<file path="config.mk">
export PLATFORM = sky130hd
export DESIGN_NAME = xbar_port_sched
export DESIGN_NICKNAME = d
export VERILOG_FILES = /design/src/rtl/xbar_port_sched.sv
export SDC_FILE = /design/constraint.sdc
export NUM_CORES = 1
export LEC_CHECK = 0
export ABC_AREA = 0
export CORE_AREA = 2 2 118 120
export DETAILED_ROUTE_END_ITERATION = 8
export DIE_AREA = 0 0 120 122
export DONT_BUFFER_PORTS = 1
export GPL_TIMING_DRIVEN = 0
export SLEW_MARGIN = 25
export SYNTH_ARGS = -nofsm -noshare
export SYNTH_HDL_FRONTEND = slang
export SYNTH_SLANG_ARGS = --single-unit
</file>
<file path="constraint.sdc">
create_clock -name aclk -period 2.3 [get_ports aclk]
set_clock_uncertainty 0.1 [all_clocks]
set_input_delay 0.46 -clock aclk [delete_from_list [all_inputs] [get_ports aclk]]
set_output_delay 0.46 -clock aclk [all_outputs]
set_load 0.01 [all_outputs]
</file>
<file path="src/rtl/xbar_port_sched.sv">
// xbar_port_sched
// Two-requester scheduler in front of one shared slave port. A small FSM
// grants one requester at a time. When both are eligible, the grant
// alternates. Read grants that the slave accepts are recorded in an
// in-order ID FIFO, so each read response can be routed back to the
// requester that issued it.
//
// state | meaning
// ------+----------------------------------------------------------
// IDLE  | no grant held; arbitrate among eligible requesters
// BUSY  | requester g owns the shared port until m_ack or abort
//
// Ports
//   aclk, areset         clock, synchronous active-high reset
//   sN_req/addr/cmd/wdata requester N request (cmd 0 = read, 1 = write)
//   sN_ack               one-cycle accept pulse to requester N
//   sN_rdata/sN_resp     read data and response strobe to requester N
//   m_req/addr/cmd/wdata shared port request, muxed from the granted requester
//   m_ack                shared port accepted the request
//   m_rdata/m_resp       read data and response strobe from the shared port
//   resp_err             sticky: a response arrived with no read outstanding
module xbar_port_sched #(
    parameter int AWIDTH      = 32,
    parameter int DWIDTH      = 32,
    parameter int OUTSTANDING = 4
) (
    input  logic              aclk,
    input  logic              areset,
    input  logic              s0_req,
    input  logic [AWIDTH-1:0] s0_addr,
    input  logic              s0_cmd,
    input  logic [DWIDTH-1:0] s0_wdata,
    output logic              s0_ack,
    output logic [DWIDTH-1:0] s0_rdata,
    output logic              s0_resp,
    input  logic              s1_req,
    input  logic [AWIDTH-1:0] s1_addr,
    input  logic              s1_cmd,
    input  logic [DWIDTH-1:0] s1_wdata,
    output logic              s1_ack,
    output logic [DWIDTH-1:0] s1_rdata,
    output logic              s1_resp,
    output logic              m_req,
    output logic [AWIDTH-1:0] m_addr,
    output logic              m_cmd,
    output logic [DWIDTH-1:0] m_wdata,
    input  logic              m_ack,
    input  logic [DWIDTH-1:0] m_rdata,
    input  logic              m_resp,
    output logic              resp_err
);

    localparam int PW = $clog2(OUTSTANDING);
    localparam int CW = PW + 1;
    localparam logic [CW-1:0] CNT_FULL = CW'(OUTSTANDING);

    typedef enum logic {
        IDLE = 1'b0,
        BUSY = 1'b1
    } state_t;

    state_t                 state;
    logic                   g;
    logic                   lg;
    logic [CW-1:0]          count;
    logic [PW-1:0]          wr_ptr;
    logic [PW-1:0]          rd_ptr;
    logic [OUTSTANDING-1:0] id_mem;

    logic busy;
    logic fifo_full;
    logic fifo_empty;
    logic elig0;
    logic elig1;
    logic gnt_req;
    logic gnt_cmd;
    logic accept;
    logic push;
    logic pop;
    logic head;

    assign busy       = (state == BUSY);
    assign fifo_full  = (count == CNT_FULL);
    assign fifo_empty = (count == '0);

    // A full ID FIFO blocks only reads; writes never produce a response.
    assign elig0 = s0_req && !(!s0_cmd && fifo_full);
    assign elig1 = s1_req && !(!s1_cmd && fifo_full);

    assign gnt_req = g ? s1_req : s0_req;
    assign gnt_cmd = g ? s1_cmd : s0_cmd;

    always_comb begin
        m_req   = 1'b0;
        m_addr  = '0;
        m_cmd   = 1'b0;
        m_wdata = '0;
        if (busy) begin
            m_req   = gnt_req;
            m_addr  = g ? s1_addr  : s0_addr;
            m_cmd   = gnt_cmd;
            m_wdata = g ? s1_wdata : s0_wdata;
        end
    end

    assign accept = busy && m_ack;
    assign s0_ack = accept && !g;
    assign s1_ack = accept && g;

    assign push = accept && !gnt_cmd;
    assign pop  = m_resp && !fifo_empty;
    assign head = id_mem[rd_ptr];

    assign s0_resp  = pop && !head;
    assign s1_resp  = pop && head;
    assign s0_rdata = m_rdata;
    assign s1_rdata = m_rdata;

    always_ff @(posedge aclk) begin
        if (areset) begin
            state    <= IDLE;
            g        <= 1'b0;
            lg       <= 1'b1;
            count    <= '0;
            wr_ptr   <= '0;
            rd_ptr   <= '0;
            resp_err <= 1'b0;
        end else begin
            case (state)
                IDLE: begin
                    if (elig0 && elig1) begin
                        g     <= !lg;
                        state <= BUSY;
                    end else if (elig0) begin
                        g     <= 1'b0;
                        state <= BUSY;
                    end else if (elig1) begin
                        g     <= 1'b1;
                        state <= BUSY;
                    end
                end
                BUSY: begin
                    if (m_ack) begin
                        lg    <= g;
                        state <= IDLE;
                    end else if (!gnt_req) begin
                        // abort: drop the grant without touching lg
                        state <= IDLE;
                    end
                end
                default: state <= IDLE;
            endcase

            if (push) wr_ptr <= wr_ptr + PW'(1);
            if (pop)  rd_ptr <= rd_ptr + PW'(1);

            case ({push, pop})
                2'b10:   count <= count + CW'(1);
                2'b01:   count <= count - CW'(1);
                default: count <= count;
            endcase

            if (m_resp && fifo_empty) resp_err <= 1'b1;
        end
    end

    // ID storage needs no reset; only slots between rd_ptr and wr_ptr are read.
    always_ff @(posedge aclk) begin
        if (push) id_mem[wr_ptr] <= g;
    end

endmodule

</file>
-- Yosys cells after proc, flatten, opt, wreduce, memory -nomap -nowiden
Cells that the tools add are included.
- word-level logic and storage cells: 70
- register bits: 15
- output and inout port bits: 135
- input bits: 168
- equality and inequality tests: 3
- bitwise gates (word level): 1
- reduce and logical (&&, ||, !) cells: 28
- mux-type cells: 23
- add/sub/neg operators: 4
- magnitude comparators: 3
- operators with widths (operator ; count):
    32-bit 2-to-1 mux ; 4
    1-bit logical AND ; 14
    1-bit 2-to-1 mux ; 14
    1-bit logical NOT ; 9
    2-bit by 3-bit < comparator with 1-bit output, second input constant ; 2
    3-bit one-hot mux with 2 select lines ; 1
    2-bit by 1-bit adder with 2-bit output, second input constant ; 2
    4-bit bitwise mux ; 1
    2-bit AND reduction ; 2
    3-bit by 1-bit adder with 3-bit output, second input constant ; 1
    3-bit equality test, second input constant ; 1
    3-bit logical NOT ; 1
    3-bit nonzero test ; 1
    3-bit by 1-bit subtractor with 3-bit output, second input constant ; 1
    1-bit binary-select mux with 2-bit select ; 1
    1-bit demux with 2-bit select ; 1
    2-bit by 1-bit equality test with 1-bit output, second input constant ; 1
    2-bit equality test, second input constant ; 1
    2-bit by 1-bit >= comparator with 1-bit output, second input constant ; 1
    1-bit one-hot mux with 2 select lines ; 1
    2-bit nonzero test ; 1
    1-bit NOT ; 1

-- Logic depth before layout (Yosys ltp)
- depth after elaboration: 8
- gate-level depth with buffers: 11

-- Worst setup path before layout
OpenSTA, ideal clock, no wires.
- path type: reg-to-reg
- from: register g
- to: register count[2]
- arrival: 1928 ps
- period minus slack after synthesis: 2097 ps
- slack: 203 ps
- library setup time: 70 ps
- stages on the path, launching flop included: 11
- path through: dfxtp_1 > buf_2 > mux2_2 > nor2_1 > inv_1 > ha_1 > inv_1 > fa_1 > xor2_1 > or3_1 > a21oi_1
- word-level cells in the longest chain between the ends: 5
- elaborated cells on any way between the ends: 7
- classes of those cells: 2 x eq/ne; 2 x mux; 3 x reduce/logical
- ends and longest elaborated chain (item ; RTL line ; RTL):
    from (decl) ; 63 ; logic g;
    from (signal assigned) ; 132 ; g <= !lg;
    1-bit 2-to-1 mux * ; 91 ; assign gnt_cmd = g ? s1_cmd : s0_cmd;
    1-bit logical NOT * ; 110 ; assign push = accept && !gnt_cmd;
    1-bit logical AND * ; 110 ;
    2-bit by 1-bit equality test with 1-bit output / 2-bit equality test (equally long branches) ; 157 ; case ({push, pop})
    3-bit one-hot mux with 2 select lines / 2-bit nonzero test (equally long branches) ; n/a ;
    to (signal assigned) ; 158 ; 2'b10: count <= count + CW'(1);
    to (signal assigned) ; 159 ; 2'b01: count <= count - CW'(1);
    to (signal assigned) ; 160 ; default: count <= count;
    to (decl) ; 65 ; logic [CW-1:0] count;
Every way passes the cells marked *; elsewhere a longest branch is shown, timed or not.
A chain may end at the register's enable or synchronous reset.

-- Worst setup path after layout
Ends and elaborated chain as after synthesis.

==> impl_metrics.csv <==
group,metric,value,unit
cts,cts.sinks,15,
logic_synthesis,ys_ff_latch,15,
sta,fin_setup_tns,0,ns
floorplanning,chipHeight,122,µm
sta,drv_slew,0,
cts,cts.path.max_buffers,2,
detailed_routing,via_count,1982,
global_route,grt_pass1_vias,1795,
logic_synthesis,synth.net_count,466,
logic_synthesis,synth_ff_type,"dfxtp_1",
finish,final_util,20.5,%
cts,cts-root-buf,"clkbuf_16",
detailed_routing,post_drt_wl_per_cell,15.8,µm
logic_synthesis,netlist_instances,292,
logic_synthesis,synth_area,2440,µm²
logic_synthesis,synthArstFlopShare,0,%
sta,max_freq,454,MHz
placed_design,gp_congestion,0.806,
worst_setup_path,critPathKind,"reg2reg",
finish,area_growth_syn_to_layout,13.7,%
worst_setup_path,reg2reg_slack,0.1,ns
sta,setup_violations,0,
floorplanning,die_x,120,µm
global_route,use_met1,10.5,%
floorplanning,placementRows,43,
finish,final-seq-area,342,µm²
logic_synthesis,synth_edf_count,4,
global_route,top_usage_layer,"met2",
global_route,grt_usage,8.40,%
detailed_routing,drt_iter0_drc,57,
detailed_routing,wirelength,7530,µm
logic_synthesis,syn_area_per_cell,8.34,µm²
worst_setup_path,required,2.37,ns
global_route,antenna_found_initial,0,
global_route,grt_pass1_wl,9620,µm
worst_setup_path,r2r_cells,10,
outcome,status,"completed",
cts,path_clk_slew,0.05,ns
worst_setup_path,cp_data_arrival_time,2.27,ns
finish,finish.instance_area,2770,µm²
finish,fin_nets,472,
job,maxCapViolCount,0,
finish,multi_input_area,1500,µm²
sta,max-slew-margin-rel,66.8,%
placed_design,port_buffers,0,
logic_synthesis,yosysWarnings,0,
sta,finalCritPeriodShare,95.8,%
finish,num_antenna_cells,0,
logic_synthesis,seq_area_frac_synth,14.0,%
detailed_routing,drt_pass1_iterations,4,
worst_setup_path,critical_path.reg2reg.endpoint,"count[2]",
global_route,met2_usage,15.4,%
logic_synthesis,synth.area.top_cells,"mux2i_1 (27%), buf_4 (20%), nor2b_1 (17%)",
worst_hold_path,worstHoldPathCells,2,
sta,hold_violations,0,
placed_design,detailed_place_hpwl,6570,µm
logic_synthesis,netlist.area_leader.share,26.7,%
worst_setup_path,start_kind,"register",
worst_hold_path,hp-start,"m_resp",
sta,rsz0062_at_grt,"false",
logic_synthesis,synth.distinct_cells,37,
cts,numCtsBuffers,3,
power_and_ir_drop,fin_total_pwr,1.37,mW
worst_setup_path,regToRegStartpoint,"g",
floorplanning,core-area,13500,µm²
sta,fin_crit,2.20,ns
power_and_ir_drop,power_density,496,nW/µm²
sta,tightest_slew,0.491,ns
power_and_ir_drop,p_leak,1.09,nW
placed_design,dpl.cell_count,472,
floorplanning,start_util,18.0,%
cts,clk_latency,0.24,ns
cts,htreeDepth,1,
finish,final_cells,477,
worst_setup_path,cp_max_fo,5,
logic_synthesis,ys_top_cells_by_count,"buf_4 (65), mux2i_1 (65), nor2b_1 (65)",
floorplanning,die_area,14600,µm²
floorplanning,io_pins,303,
worst_setup_path,cp-end-kind,"register",
logic_synthesis,synth_top_area_cell,"mux2i_1",
worst_hold_path,hold_path.class,"in2reg",
detailed_routing,drcViolationCount,0,
worst_hold_path,worstHoldEndpoint,"resp_err",
placed_design,post_dp_cell_area,2660,µm²
global_route,grt_remaining_overflow,0,
finish,drive_above_1_share,29.6,%
global_route,grt_max_degree,20,
finish,fillers,1487,
detailed_routing,viasPerCell,4.16,
global_route,grt_use_met3,1.69,%
power_and_ir_drop,peakVddDrop,0.262,mV
cts,tritoncts,"built",
detailed_routing,final_antenna_net_count,0,
[critical path, stage by stage, from the launching register on]
cell	delay (ns)
dfxtp_2	0.34
buf_6	0.12
mux2_4	0.22
nor2_1	0.06
inv_1	0.05
ha_1	0.18
inv_1	0.07
fa_1	0.37
xor2_1	0.16
or3_1	0.31
a21oi_1	0.15
[area by class of cell]
class	count	share of cell area, %
multi-input cells	187	54.0
plain buffers	80	20.9
flip-flops and latches	15	12.3
well taps	180	8.13
clock buffers	3	2.71
inverters	9	1.22
repair buffers	2	0.542
clock inverters	1	0.181
[per-stage QoR]
stage	hold WS, ns	worst slack (ns)
after floorplan	0.331	0.203
after global placement	0.349	-0.0874
after detailed placement	0.380	-0.159
after CTS	0.270	0.0382
after global routing	0.303	0.0131
final	0.275	0.0971
[layer usage]
| metal | share of wire (%) | wire length (µm) | vias up |
|---|---|---|---|
| li1 | - | - | 918 |
| met1 | 39 | 2960 | 921 |
| met2 | 52 | 3880 | 141 |
| met3 | 8.9 | 670 | 2 |
| met4 | 0.16 | 12 | 0 |
| met5 | 0 | 0 | - |
[kinds of logic (layout without fill, tap and decap cells)]
family                   after synthesis  in the layout  synth area share, %
AO/OA/AOI/OAI                         15             15                 3.90
buffers and inverters                 90             95                 25.1
AND/OR/NAND/NOR                       94             94                 23.2
XOR/XNOR                               4              4                 1.44
adder cells (fa/ha/maj)                6              6                 3.39
multiplexers                          68             68                 29.0
flip-flops                            15             15                 14.0
[where the power goes]
part           switching [mW]  internal [mW]
clock                   0.102          0.232
combinational           0.383          0.322
sequential             0.0345          0.300
total                   0.520          0.853
[cell usage in the layout (no fill, tap or decap), types with 2 or more instances in the layout]
cell type and n:
o21ai_0 3, nor2_1 9, clkbuf_16 3, and3_1 5
nand3_1 2, nor3_1 2, buf_4 67, nor2b_1 65
buf_6 2, dfxtp_1 10, xor2_1 4, and2_1 2
nand2_1 2, clkbuf_1 6, mux2i_1 65, buf_2 6
a21oi_1 6, inv_1 9, ha_1 5, edfxtp_1 4
[repair_timing]
action,in CTS,in global routing
gates cloned,0,0
hold buffers,0,0
setup endpoints to repair,3,4
gates resized for setup,3,3
buffers inserted,2,0
[registers in the layout, summed over array words and instances, names as in the netlist]
signal / count
id_mem: 4
resp_err: 1
g: 1
lg: 1
wr_ptr: 2
busy: 1
rd_ptr: 2
count: 3
[worst max path at each step]
stage / startpoint / to / slack, ns / depth (start not counted)
floorplan: g / count[2] / 0.20 / 10
global placement: g / count[2] / -0.09 / 10
detailed placement: g / count[2] / -0.16 / 10
CTS: g / count[2] / 0.04 / 10
global route: g / count[2] / 0.01 / 10
finish: g / count[2] / 0.1 / 10
No activity file was read; power rests on OpenSTA's default activity.
